File: config.mk
export PLATFORM = sky130hd
export DESIGN_NAME = video_timing_gen
export DESIGN_NICKNAME = d
export VERILOG_FILES = /design/src/rtl/video_timing_gen.sv
export SDC_FILE = /design/constraint.sdc
export NUM_CORES = 1
export LEC_CHECK = 0
export BUFFER_PORTS_ARGS = -buffer_cell sky130_fd_sc_hd__buf_4
export CAP_MARGIN = 25
export CORE_MARGIN = 4
export CORE_UTILIZATION = 40
export DETAILED_ROUTE_END_ITERATION = 8
export PLACE_DENSITY = 0.61
export SLEW_MARGIN = 10
export SYNTH_ARGS = -nofsm -noshare
export SYNTH_HDL_FRONTEND = slang
export SYNTH_SLANG_ARGS = --single-unit
File: constraint.sdc
create_clock -name pix_clk -period 2.52 [get_ports pix_clk]
set_input_delay 0.378 -clock pix_clk [delete_from_list [all_inputs] [get_ports pix_clk]]
set_output_delay 0.378 -clock pix_clk [all_outputs]
set_load 0.005 [all_outputs]
File: src/rtl/video_timing_gen.sv
// Raster timing generator: walks (h_cnt, v_cnt) over the full frame and emits
// registered hs/vs/de, active-area coordinates and a frame-start strobe.
module video_timing_gen #(
  parameter int unsigned X_BITS = 13,
  parameter int unsigned Y_BITS = 13,
  parameter int unsigned H_SYNC = 40,
  parameter int unsigned H_BP   = 220,
  parameter int unsigned H_ACT  = 1280,
  parameter int unsigned H_FP   = 110,
  parameter int unsigned V_SYNC = 5,
  parameter int unsigned V_BP   = 20,
  parameter int unsigned V_ACT  = 720,
  parameter int unsigned V_FP   = 5,
  parameter bit          HS_POL = 1'b1,
  parameter bit          VS_POL = 1'b1
) (
  input  logic              pix_clk,
  input  logic              rstn,
  input  logic              en,
  output logic              vs_out,
  output logic              hs_out,
  output logic              de_out,
  output logic [X_BITS-1:0] act_x,
  output logic [Y_BITS-1:0] act_y,
  output logic              frame_start
);

  localparam int unsigned H_TOTAL = H_SYNC + H_BP + H_ACT + H_FP;
  localparam int unsigned V_TOTAL = V_SYNC + V_BP + V_ACT + V_FP;
  localparam int unsigned H_START = H_SYNC + H_BP;
  localparam int unsigned V_START = V_SYNC + V_BP;

  localparam logic [X_BITS-1:0] H_LAST    = X_BITS'(H_TOTAL - 1);
  localparam logic [X_BITS-1:0] H_SYNC_X  = X_BITS'(H_SYNC);
  localparam logic [X_BITS-1:0] H_START_X = X_BITS'(H_START);
  localparam logic [X_BITS-1:0] H_END_X   = X_BITS'(H_START + H_ACT);
  localparam logic [Y_BITS-1:0] V_LAST    = Y_BITS'(V_TOTAL - 1);
  localparam logic [Y_BITS-1:0] V_SYNC_Y  = Y_BITS'(V_SYNC);
  localparam logic [Y_BITS-1:0] V_START_Y = Y_BITS'(V_START);
  localparam logic [Y_BITS-1:0] V_END_Y   = Y_BITS'(V_START + V_ACT);

  // Counters must be able to hold the full blanking-inclusive frame.
  if (64'(H_TOTAL) >= (64'd1 << X_BITS)) begin : g_h_range_bad
    $fatal(1, "video_timing_gen: H_TOTAL does not fit in X_BITS");
  end
  if (64'(V_TOTAL) >= (64'd1 << Y_BITS)) begin : g_v_range_bad
    $fatal(1, "video_timing_gen: V_TOTAL does not fit in Y_BITS");
  end

  logic [X_BITS-1:0] h_cnt;
  logic [Y_BITS-1:0] v_cnt;

  logic              hs_nxt;
  logic              vs_nxt;
  logic              de_nxt;
  logic              fs_nxt;
  logic [X_BITS-1:0] ax_nxt;
  logic [Y_BITS-1:0] ay_nxt;

  always_comb begin
    hs_nxt = (h_cnt < H_SYNC_X) ? HS_POL : ~HS_POL;
    vs_nxt = (v_cnt < V_SYNC_Y) ? VS_POL : ~VS_POL;
    de_nxt = (h_cnt >= H_START_X) && (h_cnt < H_END_X) &&
             (v_cnt >= V_START_Y) && (v_cnt < V_END_Y);
    fs_nxt = (h_cnt == '0) && (v_cnt == '0);
    ax_nxt = '0;
    ay_nxt = '0;
    if (de_nxt) begin
      ax_nxt = h_cnt - H_START_X;
      ay_nxt = v_cnt - V_START_Y;
    end
  end

  // Outputs describe the position held before the edge; counters advance on
  // the same edge, so downstream sees (0,0) on the first enabled cycle.
  always_ff @(posedge pix_clk or negedge rstn) begin
    if (!rstn) begin
      h_cnt       <= '0;
      v_cnt       <= '0;
      hs_out      <= ~HS_POL;
      vs_out      <= ~VS_POL;
      de_out      <= 1'b0;
      act_x       <= '0;
      act_y       <= '0;
      frame_start <= 1'b0;
    end else if (!en) begin
      h_cnt       <= '0;
      v_cnt       <= '0;
      hs_out      <= ~HS_POL;
      vs_out      <= ~VS_POL;
      de_out      <= 1'b0;
      act_x       <= '0;
      act_y       <= '0;
      frame_start <= 1'b0;
    end else begin
      hs_out      <= hs_nxt;
      vs_out      <= vs_nxt;
      de_out      <= de_nxt;
      act_x       <= ax_nxt;
      act_y       <= ay_nxt;
      frame_start <= fs_nxt;
      if (h_cnt == H_LAST) begin
        h_cnt <= '0;
        v_cnt <= (v_cnt == V_LAST) ? '0 : v_cnt + 1'b1;
      end else begin
        h_cnt <= h_cnt + 1'b1;
      end
    end
  end

endmodule
==> flow_metrics.py, run 1 <==
metrics = {
    "run_status": {
        "outcome": "complete, no violations",
    },
    "clocking": {
        "cts_tree": "built",
        "root_buffer": "clkbuf_8",
        "htreeDepth": 2,
        "cts_resized": 0,
        "clk_pin_slew_ns": 0.11,
        "postCtsHoldBufs": 0,
        "post_cts_buffers": 0,
        "cts_sinks": 56,
        "cts_buffer_depth": 2,
        "cts_buffers": 5,
        "insertion_delay_ns": 0.32,
    },
    "route": {
        "viasPerCell": 5.50,
        "routed_wl_mm": 6.85,
        "drt-initial-drc-count": 241,
        "ant_nets": 0,
        "wire_per_inst_um": 15.7,
        "drt_pass1_iterations": 4,
        "dr_total_vias": 2405,
        "drcViolationCount": 0,
    },
    "worst_setup_path": {
        "worstSetupStartpointType": "flip-flop",
        "worst_ep_required_time_ns": 2.68,
        "crit_arrival_ns": 2.58,
        "r2r-start": "h_cnt[3]",
        "endpoint_kind": "flip-flop",
        "r2r-end": "act_y[9]",
        "worstPathMaxFanout": 11,
        "reg2reg_slack_ns": 0.10,
        "reg2reg_depth": 6,
        "path_class": "reg -> reg",
    },
    "logic_synthesis": {
        "synth_ff_type": "dfrtp_1",
        "ys_seq_area_share_pct": 46.1,
        "ys_warn_count": 0,
        "avgSynthCellArea_um2": 9.88,
        "synthCells": 308,
        "ys_ff_latch": 56,
        "yosysTopAreaCell": "dfrtp_1",
        "synth_commonest_cells": "56 x dfrtp_1, 23 x xnor2_1, 22 x nor2_1, 22 x nor3_1, 18 x nor4_1",
        "yosysUniqueCellTypes": 52,
        "yosysMostFrequentCell": "dfrtp_1",
        "ys_async_sr_fraction_pct": 100,
        "synth_edf_count": 0,
        "synth_nets": 321,
        "netlist.area_leader.share_pct": 46.1,
        "netlist_area_um2": 3040,
        "synthTopCellsByArea": "dfrtp_1 46%, xnor2_1 6.6%, ha_1 4.1%, nor4_1 3.7%, nor3_1 3.6%",
    },
    "global_route": {
        "grt_pass1_wl_mm": 11.3,
        "grt_overflow_total": 0,
        "grt_pass1_vias": 2192,
        "grt_usage_pct": 16.0,
        "grt_max_degree": 57,
        "antenna_found_initial": 0,
    },
    "timing": {
        "clock.fmax_ghz": 0.414,
        "setup_violations": 0,
        "maxSlewHeadroom_pct": 49.0,
        "tns_ns": 0,
        "layout_min_cycle_time_ns": 2.42,
        "rsz0062_at_grt": "false",
        "hold_viol": 0,
        "fin_hold_ws_ns": 0.0926,
        "fin_skew_ns": 0.00958,
        "worst_pin_slew_ns": 0.760,
        "slew_violations": 0,
        "timing.final.crit_share_pct": 95.9,
    },
    "floorplan": {
        "coreArea_um2": 7330,
        "num_rows": 31,
        "dieArea_um2": 9070,
        "die_w_um": 95.2,
        "io_pins": 33,
        "start_util_pct": 41.5,
        "fp.dieH_um": 95.2,
    },
    "finish": {
        "multi_input_area_um2": 1490,
        "syn2layout_area_growth_pct": 14.8,
        "stdcell_count": 437,
        "drive_above_1_share_pct": 18.6,
        "seqCellArea_um2": 1400,
        "num-nets-final": 350,
        "fillers": 688,
        "antenna_cells": 0,
    },
    "placed_design": {
        "gp_congestion": 0.826,
        "dp.cells": 429,
        "numPortBuffers": 32,
        "dp_hpwl_mm": 4.92,
    },
    "job": {
        "maxCapViolCount": 0,
    },
    "power": {
        "power_density_nw_per_um2": 436,
        "ir_drop_mv": 0.188,
        "p_leak_nw": 1.53,
    },
    "worst_hold_path": {
        "hold_path.class": "in -> async",
    },
}
[critical path, stage by stage (launching register included)]
cell and delay (ns):
dfrtp_1 0.44, inv_1 0.14, ha_1 0.15, or4b_2 0.59
nand4_1 0.13, o21ai_1 0.27, a2111oi_0 0.54
[flip-flops by register name, indices dropped and copies added, names as in the netlist]
register,cells
vs_out,1
act_y,13
h_cnt,13
frame_start,1
de_out,1
v_cnt,13
hs_out,1
act_x,13
[layer usage]
metal,GRT usage (%),share of wire [%]
met1,24.6,52
met2,22.9,42
met3,1.42,3.7
met4,6.49,1.9
met5,0,0
[cells in the final DEF (no fill, tap or decap), drive strengths merged, types with 2 or more instances in the layout]
cell type	synthesis	routed
a21oi	7	7
clkinv	0	2
or3	4	4
a221o	2	2
a31oi	2	2
o21ai	14	14
buf	10	44
clkbuf	12	5
or2	2	2
or4bb	2	2
a2111oi	6	6
nand3	11	11
dfrtp	56	56
o2bb2ai	2	2
nor4	18	18
nand4	8	8
nand2b	2	2
nor2b	3	3
or4b	3	3
nor2	23	23
a22o	4	4
xor2	3	3
or4	5	5
xnor2	23	23
ha	10	10
o31ai	4	4
inv	15	16
nand2	12	12
and2	2	2
o22ai	2	2
and3	3	3
nor3	24	24
[cell type report]
type	instances	share of cell area, %
flip-flops and latches	56	40.1
multi-input cells	215	42.6
well taps	99	3.55
inverters	15	1.61
repair buffers	44	9.46
clock buffers	5	1.97
clock inverters	3	0.752
[report_power, final]
group / leakage (nW) / switching [mW] / internal [mW]
clock: 0.0487 / 0.319 / 0.204
sequential: 0.774 / 0.0100 / 0.905
combinational: 0.707 / 0.0551 / 0.0311
[logic make-up after synthesis]
kind of cell    after synthesis  synth area share (%)
flops                        56                  46.1
compound gates               54                  13.9
xor+xnor                     26                  7.48
fa+ha+maj                    10                  4.11
buf+inv                      37                  5.14
simple gates                125                  23.3
[through the flow]
stage	setup WS (ns)	power (mW)	utilization, %	cell area [um^2]
after floorplan	0.396	0.976	-	3040
after global placement	0.275	1.02	46.3	3400
after detailed placement	0.180	1.02	46.3	3400
after CTS	0.154	1.54	47.6	3490
after global routing	0.00217	1.59	47.7	3490
final	0.103	1.52	47.7	3490
[worst max path at each step]
stage | start | endpoint | slack [ns] | cells past startpoint
3_5_place_dp | h_cnt[3] | act_y[9] | 0.18 | 6
4_1_cts | h_cnt[2] | act_y[9] | 0.15 | 5
3_3_place_gp | v_cnt[10] | frame_start | 0.27 | 4
5_1_grt | h_cnt[3] | act_y[9] | 0.002 | 6
6_report | h_cnt[3] | act_y[9] | 0.10 | 6
2_1_floorplan | h_cnt[2] | v_cnt[3] | 0.40 | 6
(Power assumes the default switching activity.)
==> run 2, diff against run 1 <==
--- a/config.mk
+++ b/config.mk
@@ -10,6 +10,7 @@
 export CORE_MARGIN = 4
 export CORE_UTILIZATION = 40
 export DETAILED_ROUTE_END_ITERATION = 8
+export GPL_TIMING_DRIVEN = 0
 export PLACE_DENSITY = 0.61
 export SLEW_MARGIN = 10
 export SYNTH_ARGS = -nofsm -noshare
==> flow_metrics.py, run 2 (same netlist as run 1, synthesis figures left out) <==
metrics = {
    "route": {
        "routed_wl_mm": 6.96,
        "viasPerCell": 5.42,
        "dr_total_vias": 2434,
        "drt_pass1_iterations": 4,
        "wire_per_inst_um": 15.5,
        "drt-initial-drc-count": 220,
        "drcViolationCount": 0,
        "ant_nets": 0,
    },
    "timing": {
        "clock.fmax_ghz": 0.422,
        "tns_ns": 0,
        "rsz0062_at_grt": "false",
        "timing.final.crit_share_pct": 94.1,
        "maxSlewHeadroom_pct": 53.1,
        "layout_min_cycle_time_ns": 2.37,
        "slew_violations": 0,
        "setup_violations": 0,
        "fin_skew_ns": 0.0118,
        "hold_viol": 0,
        "worst_pin_slew_ns": 0.704,
        "fin_ws_ns": 0.148,
    },
    "clocking": {
        "root_buffer": "clkbuf_8",
        "htreeDepth": 2,
        "cts_buffer_depth": 2,
        "cts_sinks": 56,
        "cts_tree": "built",
        "cts_buffers": 5,
        "insertion_delay_ns": 0.31,
        "clk_pin_slew_ns": 0.10,
    },
    "power": {
        "p_leak_nw": 1.55,
        "power_density_nw_per_um2": 429,
        "ir_drop_mv": 0.201,
    },
    "job": {
        "maxCapViolCount": 0,
    },
    "floorplan": {
        "num_rows": 31,
        "io_pins": 33,
        "die_w_um": 95.2,
        "dieArea_um2": 9070,
        "start_util_pct": 41.5,
        "coreArea_um2": 7330,
        "fp.dieH_um": 95.2,
    },
    "placed_design": {
        "dp_hpwl_mm": 4.97,
        "post-place-ws_ns": 0.136,
        "dp.cells": 439,
        "numPortBuffers": 32,
        "placed_area_um2": 3410,
        "gp_congestion": 0.825,
    },
    "worst_setup_path": {
        "worstPathMaxFanout": 8,
        "reg2reg_depth": 6,
        "endpoint_kind": "flip-flop",
        "crit_arrival_ns": 2.58,
        "worstSetupStartpointType": "flip-flop",
        "path_class": "reg -> reg",
        "worst_ep_required_time_ns": 2.73,
    },
    "global_route": {
        "grt_overflow_total": 0,
        "grt_pass1_vias": 2156,
        "grt_usage_pct": 15.8,
        "antenna_found_initial": 0,
        "grt_max_degree": 57,
        "grt_pass1_wl_mm": 11.1,
    },
    "worst_hold_path": {
        "hold_path.class": "in -> async",
    },
    "finish": {
        "final_area_um2": 3530,
        "final_common_cell": "dfrtp_1",
        "num-nets-final": 362,
        "layout_common_cells": "56 x dfrtp_1, 34 x buf_4, 23 x xnor2_1",
        "fillers": 705,
        "drive_above_1_share_pct": 18.6,
        "syn2layout_area_growth_pct": 16.2,
        "antenna_cells": 0,
        "stdcell_count": 449,
    },
    "run_status": {
        "outcome": "complete, no violations",
    },
}
[run 2: final timing paths]
path	from	to	slack, ns
worst min register to register	h_cnt[0]	h_cnt[0]	0.57
max in group asynchronous	rstn	v_cnt[0]	1.94
min in group pix_clk	en	v_cnt[1]	0.40
worst max register to register	h_cnt[2]	v_cnt[3]	0.15
worst max-delay path	h_cnt[2]	v_cnt[3]	0.15
worst min-delay path	rstn	v_cnt[7]	0.11
[run 2: report_power, final]
group / switching, mW / total (mW) / internal [mW]
Clock: 0.286 / 0.511 / 0.225
Combinational: 0.0592 / 0.0920 / 0.0328
Sequential: 0.00866 / 0.914 / 0.905
[run 2: repair_timing]
| item | in CTS | in global routing |
|---|---|---|
| endpoints found under the setup margin | 0 | 22 |
| resized for setup | 0 | 5 |
| buffers inserted | 0 | 2 |
| hold buffers | 0 | 0 |
[run 2: metal layers]
metal | routed length, um | up-vias | global-route usage, %
met4 | 89 | 0 | 5.53
met5 | 0 | - | 0
met3 | 387 | 5 | 2.76
li1 | - | 1215 | -
met1 | 3410 | 1134 | 23.1
met2 | 3080 | 80 | 23.3
[run 2: layout make-up]
class	instances	area (um^2)	area share [%]
multi-input combinational	215	1500	42.5
sequential	56	1400	39.6
timing repair buffer	34	255	7.22
tap	99	124	3.50
buffer	22	100	2.83
clock buffer	6	82.6	2.34
inverter	15	56.3	1.59
clock inverter	2	13.8	0.389
[run 2: worst max-delay path, cell delays in order (launching register included)]
cell and delay, ns:
dfrtp_1 0.51, inv_1 0.10, ha_1 0.20, or4bb_1 0.60, o31a_1 0.43, a21o_1 0.21
a22o_1 0.22
[run 2: per-stage QoR]
step                utilization (%)  total power, mW  hold WS [ns]
floorplan                         -            0.976        0.0824
global placement               46.5             1.02         0.472
detailed placement             46.5             1.02         0.480
CTS                            47.8             1.54         0.135
global route                   48.2             1.60         0.159
finish                         48.2             1.52         0.109
